===== src/rtl/ifetch_pkg.sv =====
// ifetch_pkg -- shared types and constants for the instruction-fetch controller (rev 1.0)
`default_nettype none

package ifetch_pkg;

  typedef enum logic [0:0] {
    FETCH = 1'b0,
    HALT  = 1'b1
  } state_t;

  localparam logic [31:0] RESET_PC_DEFAULT = 32'h0000_0000;
  localparam logic [31:0] PC_STEP          = 32'd4;
  localparam logic [31:0] INST_NOP         = 32'h0000_0013;

  typedef struct packed {
    logic [31:0] inst;
    logic [31:0] pc;
  } fifo_entry_t;

endpackage

`default_nettype wire


===== src/rtl/ifetch_fifo.sv =====
// ifetch_fifo -- prefetch FIFO of {inst, pc} entries with flush (rev 1.0)
`default_nettype none

module ifetch_fifo
  import ifetch_pkg::*;
#(
  parameter int DEPTH = 2
) (
  input  logic        clk,
  input  logic        rst_n,
  input  logic        push,
  input  logic        pop,
  input  logic        flush,
  input  fifo_entry_t din,
  output fifo_entry_t head,
  output logic        full,
  output logic        empty
);

  localparam int PTR_W = $clog2(DEPTH);
  localparam int CNT_W = PTR_W + 1;

  fifo_entry_t      mem [DEPTH];
  logic [PTR_W-1:0] rd_ptr;
  logic [PTR_W-1:0] wr_ptr;
  logic [CNT_W-1:0] count;
  logic             do_push;
  logic             do_pop;

  assign empty   = (count == '0);
  assign full    = (count == CNT_W'(DEPTH));
  assign do_pop  = pop && !empty;
  assign do_push = push && (!full || do_pop);
  // Empty head reads zero so downstream never sees stale storage.
  assign head    = empty ? '0 : mem[rd_ptr];

  always_ff @(posedge clk or negedge rst_n) begin
    if (!rst_n) begin
      rd_ptr <= '0;
      wr_ptr <= '0;
      count  <= '0;
    end else if (flush) begin
      rd_ptr <= '0;
      wr_ptr <= '0;
      count  <= '0;
    end else begin
      if (do_push) wr_ptr <= wr_ptr + 1'b1;
      if (do_pop)  rd_ptr <= rd_ptr + 1'b1;
      case ({do_push, do_pop})
        2'b10:   count <= count + 1'b1;
        2'b01:   count <= count - 1'b1;
        default: count <= count;
      endcase
    end
  end

  always_ff @(posedge clk) begin
    if (do_push && !flush) mem[wr_ptr] <= din;
  end

endmodule

`default_nettype wire


===== src/rtl/ifetch_ctrl.sv =====
// ifetch_ctrl -- fetch PC sequencer driving the instruction ROM and a prefetch FIFO (rev 1.0)
`default_nettype none

module ifetch_ctrl
  import ifetch_pkg::*;
#(
  parameter int          ADDR_W     = 10,
  parameter logic [31:0] RESET_PC   = RESET_PC_DEFAULT,
  parameter int          FIFO_DEPTH = 2
) (
  input  logic              clk,
  input  logic              rst_n,
  output logic [ADDR_W-1:0] rom_addr,
  input  logic [31:0]       rom_data,
  output logic              inst_valid,
  input  logic              inst_ready,
  output logic [31:0]       inst,
  output logic [31:0]       inst_pc,
  input  logic              redirect_valid,
  input  logic [31:0]       redirect_pc,
  input  logic              halt_req,
  input  logic [31:0]       halt_pc,
  input  logic              resume,
  output logic              halted,
  output logic              misalign_err
);

  state_t      state;
  state_t      state_nx;
  logic [31:0] fetch_pc;
  logic [31:0] fetch_pc_nx;
  logic        misalign_nx;
  logic        push;
  logic        pop;
  logic        flush;
  logic        full;
  logic        empty;
  fifo_entry_t head;
  fifo_entry_t din;

  assign rom_addr   = fetch_pc[ADDR_W+1:2];
  assign inst_valid = !empty && (state == FETCH);
  assign inst       = head.inst;
  assign inst_pc    = head.pc;
  assign halted     = (state == HALT);
  assign din        = '{inst: rom_data, pc: fetch_pc};

  // Priority: halt_req over redirect over normal push/pop; flush discards both.
  always_comb begin
    state_nx    = state;
    fetch_pc_nx = fetch_pc;
    misalign_nx = misalign_err;
    push        = 1'b0;
    pop         = 1'b0;
    flush       = 1'b0;
    case (state)
      FETCH: begin
        if (halt_req) begin
          flush       = 1'b1;
          fetch_pc_nx = halt_pc + PC_STEP;
          state_nx    = HALT;
        end else if (redirect_valid) begin
          flush = 1'b1;
          if (redirect_pc[1:0] != 2'b00) begin
            misalign_nx = 1'b1;
            state_nx    = HALT;
          end else begin
            fetch_pc_nx = redirect_pc;
          end
        end else begin
          pop  = inst_valid && inst_ready;
          push = !full || pop;
          if (push) fetch_pc_nx = fetch_pc + PC_STEP;
        end
      end
      default: begin
        if (resume && !misalign_err) state_nx = FETCH;
      end
    endcase
  end

  always_ff @(posedge clk or negedge rst_n) begin
    if (!rst_n) begin
      state        <= FETCH;
      fetch_pc     <= RESET_PC;
      misalign_err <= 1'b0;
    end else begin
      state        <= state_nx;
      fetch_pc     <= fetch_pc_nx;
      misalign_err <= misalign_nx;
    end
  end

  ifetch_fifo #(
    .DEPTH (FIFO_DEPTH)
  ) u_fifo (
    .clk   (clk),
    .rst_n (rst_n),
    .push  (push),
    .pop   (pop),
    .flush (flush),
    .din   (din),
    .head  (head),
    .full  (full),
    .empty (empty)
  );

endmodule

`default_nettype wire


===== config.mk =====
export PLATFORM = sky130hd
export DESIGN_NAME = ifetch_ctrl
export DESIGN_NICKNAME = d
export VERILOG_FILES = /design/src/rtl/ifetch_pkg.sv /design/src/rtl/ifetch_fifo.sv /design/src/rtl/ifetch_ctrl.sv
export SDC_FILE = /design/constraint.sdc
export NUM_CORES = 1
export LEC_CHECK = 0
export CORE_ASPECT_RATIO = 2
export CORE_MARGIN = 4
export CORE_UTILIZATION = 53
export CTS_BUF_LIST = sky130_fd_sc_hd__clkbuf_8
export DETAILED_ROUTE_END_ITERATION = 16
export HOLD_SLACK_MARGIN = 0.12
export PLACE_DENSITY = 0.93
export SETUP_SLACK_MARGIN = 0.15
export SYNTH_ARGS = -nofsm -noshare
export SYNTH_HDL_FRONTEND = slang
export SYNTH_HIERARCHICAL = 1
export SYNTH_SLANG_ARGS = --single-unit

===== constraint.sdc =====
create_clock -name clk -period 7.4 [get_ports clk]
set_input_delay 1.11 -clock clk [delete_from_list [all_inputs] [get_ports clk]]
set_output_delay 1.11 -clock clk [all_outputs]
set_load 0.1 [all_outputs]

======== Word level (Yosys, flattened, before mapping) ========
Memory sizes are Yosys's and may differ from the RTL's.
Index checks and enable logic that the tools add are counted.
storage, ports and cells
  bits of input ports ..................... 102
  RAM bits ................................ 128
  register bits ........................... 38
  memories kept ........................... 1
cells by class
  $add $sub $neg .......................... 6
  reductions and logical operators ........ 20
  equality and inequality tests ........... 4
  bitwise logic cells ..................... 2
  muxes and demuxes ....................... 27
memories
  name        words  width  read ports  clocked after Yosys merged registers in  wr ports  RTL line           text
  u_fifo.mem  2      64     1           0                                        1         ifetch_fifo.sv:23  fifo_entry_t mem [DEPTH];
operator list
  cell                                                                   count
  32-bit two-way mux                                                     4
  32-bit by 3-bit adder with 32-bit output, second input constant        2
  64-bit two-way mux                                                     1
  1-bit two-way mux                                                      20
  1-bit logical AND                                                      6
  2-bit nonzero test                                                     3
  3-bit nonzero test                                                     2
  2-bit equality test, second input constant                             2
  1-bit logical NOT                                                      4
  2-bit case mux with 2 select lines                                     1
  4-bit AND reduction                                                    1
  3-bit inequality test, second input constant                           1
  3-bit AND reduction                                                    1
  1-bit adder, second input constant                                     2
  2-bit by 1-bit adder with 2-bit output, second input constant          1
  2-bit by 1-bit equality test with 1-bit output, second input constant  1
  2-bit logical NOT                                                      1
  1-bit logical OR                                                       2
  2-bit two-way mux                                                      1
  1-bit inverter                                                         2
  2-bit by 1-bit subtractor with 2-bit output, second input constant     1

======== Depth between registers and ports, before layout ========
  depth after elaboration ................. 13
  depth in mapped cells ................... 9

======== Cells and area by module ========
The synthesis kept the hierarchy.
by module, submodules not included
  module       instances  cells an instance  area each (µm²)  sequential area each (µm²)
  ifetch_fifo  1          295                5048.6           3943.8
  ifetch_ctrl  1          401                3161.8           850.8

======== Worst setup path before layout ========
OpenSTA, ideal clock, no wires.
  path type ............................... reg2reg
  from .................................... register state (netlist: halted)
  to ...................................... memory u_fifo/mem[1][0] in the netlist's numbering, enable pin
  arrival ................................. 7884 ps
  cell stages (with the launch flop) ...... 8
  data required time ...................... 6822 ps
  path buffers ............................ 1
  setup slack ............................. -1062 ps
  period minus slack after synthesis ...... 8462 ps
  path through ............................ dfrtp_1 clkbuf_1 nor2_1 nand2_1 a211oi_1 inv_1 a21o_1 nor3b_1
between the ends
  elaborated cells between the ends (all ways) .. 18
  classes of those cells .................. mux: 9; bitwise: 1; reduce/logical: 8
RTL lines
  item                                     RTL line           text
  start: declaration                       ifetch_ctrl.sv:28  state_t state;
  start signal: assignment                 ifetch_ctrl.sv:88  state <= state_nx;
  1-bit inverter (no source line)          n/a
  1-bit logical AND                        ifetch_ctrl.sv:42  assign inst_valid = !empty && (state == FETCH);
  via inst_valid                           ifetch_ctrl.sv:15  output logic inst_valid,
  1-bit logical AND                        ifetch_ctrl.sv:71  pop = inst_valid && inst_ready;
  1-bit logical OR                         ifetch_ctrl.sv:72  push = !full || pop;
  1-bit two-way mux                        ifetch_ctrl.sv:62  end else if (redirect_valid) begin
  1-bit two-way mux                        ifetch_ctrl.sv:58  if (halt_req) begin
  1-bit two-way mux                        ifetch_ctrl.sv:56  case (state)
  via push                                 ifetch_ctrl.sv:33  logic push;
  1-bit logical AND                        ifetch_fifo.sv:33  assign do_push = push && (!full || do_pop);
  1-bit logical AND                        ifetch_fifo.sv:58  if (do_push && !flush) mem[wr_ptr] <= din;
  1-bit two-way mux                        ifetch_fifo.sv:58
  1-bit two-way mux (not written as such)  ifetch_fifo.sv:58
  end: declaration                         ifetch_fifo.sv:23
The timed path passes the listed nets, and every way through them passes these cells.

======== Final worst setup path ========
  from .................................... input port redirect_valid
  to ...................................... memory u_fifo/mem[1][8] in the netlist's numbering, enable pin
between the ends
  elaborated cells between the ends (all ways) .. 16
  classes of those cells .................. mux: 11; reduce/logical: 5
RTL lines
  item                                     RTL line           text
  start: declaration                       ifetch_ctrl.sv:19  input logic redirect_valid,
  1-bit two-way mux                        ifetch_ctrl.sv:62
  1-bit two-way mux                        ifetch_ctrl.sv:58
  1-bit two-way mux                        ifetch_ctrl.sv:56
  via push                                 ifetch_ctrl.sv:33
  1-bit logical AND                        ifetch_fifo.sv:33
  1-bit logical AND                        ifetch_fifo.sv:58
  1-bit two-way mux                        ifetch_fifo.sv:58
  1-bit two-way mux (not written as such)  ifetch_fifo.sv:58
The timed path passes the listed nets, and every way through them passes these cells.

==> key figures <==
Status
  • Status: completed

Synthesis
  • Xor/xnor share of the synthesized area: 2.35%
  • Syn_area_per_cell: between 10 and 15 µm²
  • Mux cell area share after synthesis: between 8 and 9%
  • Fraction of registers with async set/reset: a little under a quarter
  • Register area share after synthesis: approximately three fifths
  • FF+latch count, synth: 166
  • EDFF count, synth: around 130
  • Post-Syn Nets: 800
  • Ys flop type: edfxtp_1
  • Compound-Gate Fraction of Synth Area: a little under an eighth
  • Synth cell types: 65
  • Synth Area in Adders: 0.305%
  • Synth Area in Simple Gates: between 15 and 20%
  • Largest family of logic cells by synthesized area: simple AND/OR/NAND/NOR gates
  • Mapped Area: a little over 8000 µm²
  • Cells after synthesis: 696
  • Ys Warns: 6

Pwr
  • PwrDens: 205 nW/µm²
  • Leak pwr: between 3 and 4 nW
  • Worst ir drop on vdd: around 120 µV
  • Power after layout: between 2 and 2.5 mW

Worst setup path
  • Critical path, cell by cell: clkdlybuf4s50_1 -> buf_4 -> or2_2 -> a211oi_1 -> inv_1 -> a21o_1 -> nor3b_4 -> buf_4
  • Reg2Reg Setup Slack: around 4 ns
  • Endpoint class of the critical path: flop
  • Worst EP arrival: around 4.6 ns
  • Crit path largest cell delay: about 0.74 ns
  • CP required: around 7.5 ns
  • Setup crit start kind: input pin
  • WS Path Type: input pin to flop
  • Max stage delay cell, worst path: nor3b_4
  • Crit-path most repeated cell: buf_4
  • Crit Path Max Fanout: 51

Timing
  • Final Hold Fails: 0
  • RSZ-0062 raised after global routing: false
  • Least-Margin Pin Slew: 1.09 ns
  • Final setup TNS: 0 ns
  • Final WS setup: ~2.9 ns
  • Period minus WS final: around 4.5 ns
  • Final setup violation count: 0
  • Slew Limit Fails: 0
  • Clock skew: roughly 0.013 ns
  • Max frequency: 0.220 GHz
  • Hold Slack: roughly 0.5 ns
  • Period utilisation layout: 61.4%
  • Worst slew margin: 27.3%

CTS
  • CTS tree: yes
  • Clock Root Buffer: clkbuf_8
  • Maximum root-to-sink buffer count: 2
  • Worst skew pair latency: around 0.45 ns
  • Sinks on Clock Net: about 170
  • Post-CTS setup repair buffer count: 0
  • CTS buffer count: 17
  • Cts hold-fix bufs: 0
  • CTS H-Tree Depth: 4
  • PostCTS Resize Cnt: 0
  • Clock transition at path regs: approximately 0.09 ns

Detailed routing
  • Final WL: 20,700 µm
  • First drt pass iteration count: 5
  • Routed vias/inst: ~6
  • DRC: 0
  • Routed WL per cell: 19.3 µm
  • Iter 0 DRT Violations: 443
  • Routed Antenna Nets: 0
  • Via count: around 6,400

Floorplan
  • Die area: roughly 18,000 µm²
  • Initial Util: 53.7%
  • I/O pin cnt: 179
  • Die width: between 90 and 100 µm
  • Die height: around 180 µm
  • Row Count: 64
  • CORE AREA: around 15,000 µm²

Min path
  • Hold Path Class: flop to flop

Cells and area
  • Share of cells above drive strength 1: ~7%
  • Most common cell after layout, fill and taps aside: clkdlybuf4s50_1
  • Nets: around 960
  • Synth-to-layout area growth: 28.1%
  • Most frequent cells in the layout: clkdlybuf4s50_1 (177), edfxtp_1 (128), nor2_1 (102), mux2i_1 (68), dfrtp_1 (37)

GRT
  • Initial antenna violation count: 1
  • Met2 usage: a little over two fifths
  • Vias in the first global route: 6,278
  • Maximum number of pins on one net before global-route repair: between 60 and 70
  • Met3 Usage GRT: 3.89%
  • Grt ovf: 0
  • Global route hottest layer: met2
  • First-pass GRT wire length: ~32,000 µm
  • Routing usage on met1: 24.4%
  • Gr usage total: between 20% and 30%

Run
  • Max_cap viols: 0

Placed design
  • Routability cong.: 0.915
  • Worst slack, placed: between 2 and 2.5 ns
  • HPWL Detailed: roughly 15,000 µm
  • I/O Buffers: about 180
critical path, delay by kind of cell:
kind / cells / cell delay [ns]
compound gates: 2 / 0.68
buf+inv: 4 / 1.48
simple gates: 2 / 1.30
report_power, final:
part	leakage [nW]	internal (mW)	switching, mW	total (mW)
registers	1.60	1.03	0.0474	1.08
logic	1.60	0.122	0.245	0.367
clock network	0.226	0.380	0.324	0.704
state kept, by name (all words and copies together) (netlist names):
| register | cells |
|---|---|
| u_fifo/mem | 128 |
| halted | 1 |
| u_fifo/wr_ptr | 1 |
| fetch_pc | 32 |
| misalign_err | 1 |
| u_fifo/count | 2 |
| u_fifo/rd_ptr | 1 |
metal layers:
metal  up-vias  share of wire (%)  routed length (µm)
met5         -                  0                   0
met4         0                5.6                1150
met3        69                5.6                1160
met2       314                 55               11500
met1      3049                 33                6910
li1       2974                  -                   -
synth_stat cells, types with 14 or more instances:
library cell    n  share of area, %
xor2_1         14               1.5
nand2_1        36               1.6
nor2_1        103               4.7
nand3_1        17               1.0
o21ai_0        34               2.1
mux2i_1        68               8.3
buf_4          17               1.6
edfxtp_1      128                47
clkbuf_1       17              0.78
a21oi_1        21               1.3
nand4_1        18               1.4
dfrtp_1        38                12
area by class of cell:
type                    instances  area (µm²)
well taps                     198         248
diodes                          2        5.00
multi-input cells             476        3140
fillers                      1115        4780
clock inverters                14         195
inverters                       9        33.8
repair buffers                187        1840
clock buffers                  18         248
flip-flops and latches        166        4800
path summary, 6_finish.rpt:
| kind | startpoint | to | cells after the start |
|---|---|---|---|
| max in group asynchronous | rst_n | u_fifo/rd_ptr | 1 |
| max reg2reg | u_fifo/count[0] | u_fifo/mem[1][8] | 8 |
| min reg2reg | fetch_pc[1] | u_fifo/mem[1][1] | 0 |
| min | fetch_pc[1] | u_fifo/mem[1][1] | 0 |
| max | redirect_valid | u_fifo/mem[1][8] | 8 |
| min in group asynchronous | rst_n | fetch_pc[30] | 1 |
per-stage QoR:
stage / util [%] / instance area (µm²) / std cells
final: 68.8 / 10500 / 1070
after global routing: 68.7 / 10500 / 1069
after CTS: 68.7 / 10500 / 1068
after detailed placement: 65.8 / 10100 / 1036
after global placement: 65.8 / 10100 / 1036
after floorplan: - / 8220 / 696
cell families (layout without fill, tap and decap cells):
| kind of cell | Yosys count | after routing |
|---|---|---|
| other cells | 0 | 2 |
| mux | 71 | 71 |
| buf+inv | 54 | 228 |
| flops | 166 | 166 |
| simple gates | 246 | 246 |
| fa+ha+maj | 2 | 2 |
| compound gates | 135 | 135 |
| xor+xnor | 22 | 22 |
(Power assumes the default switching activity.)
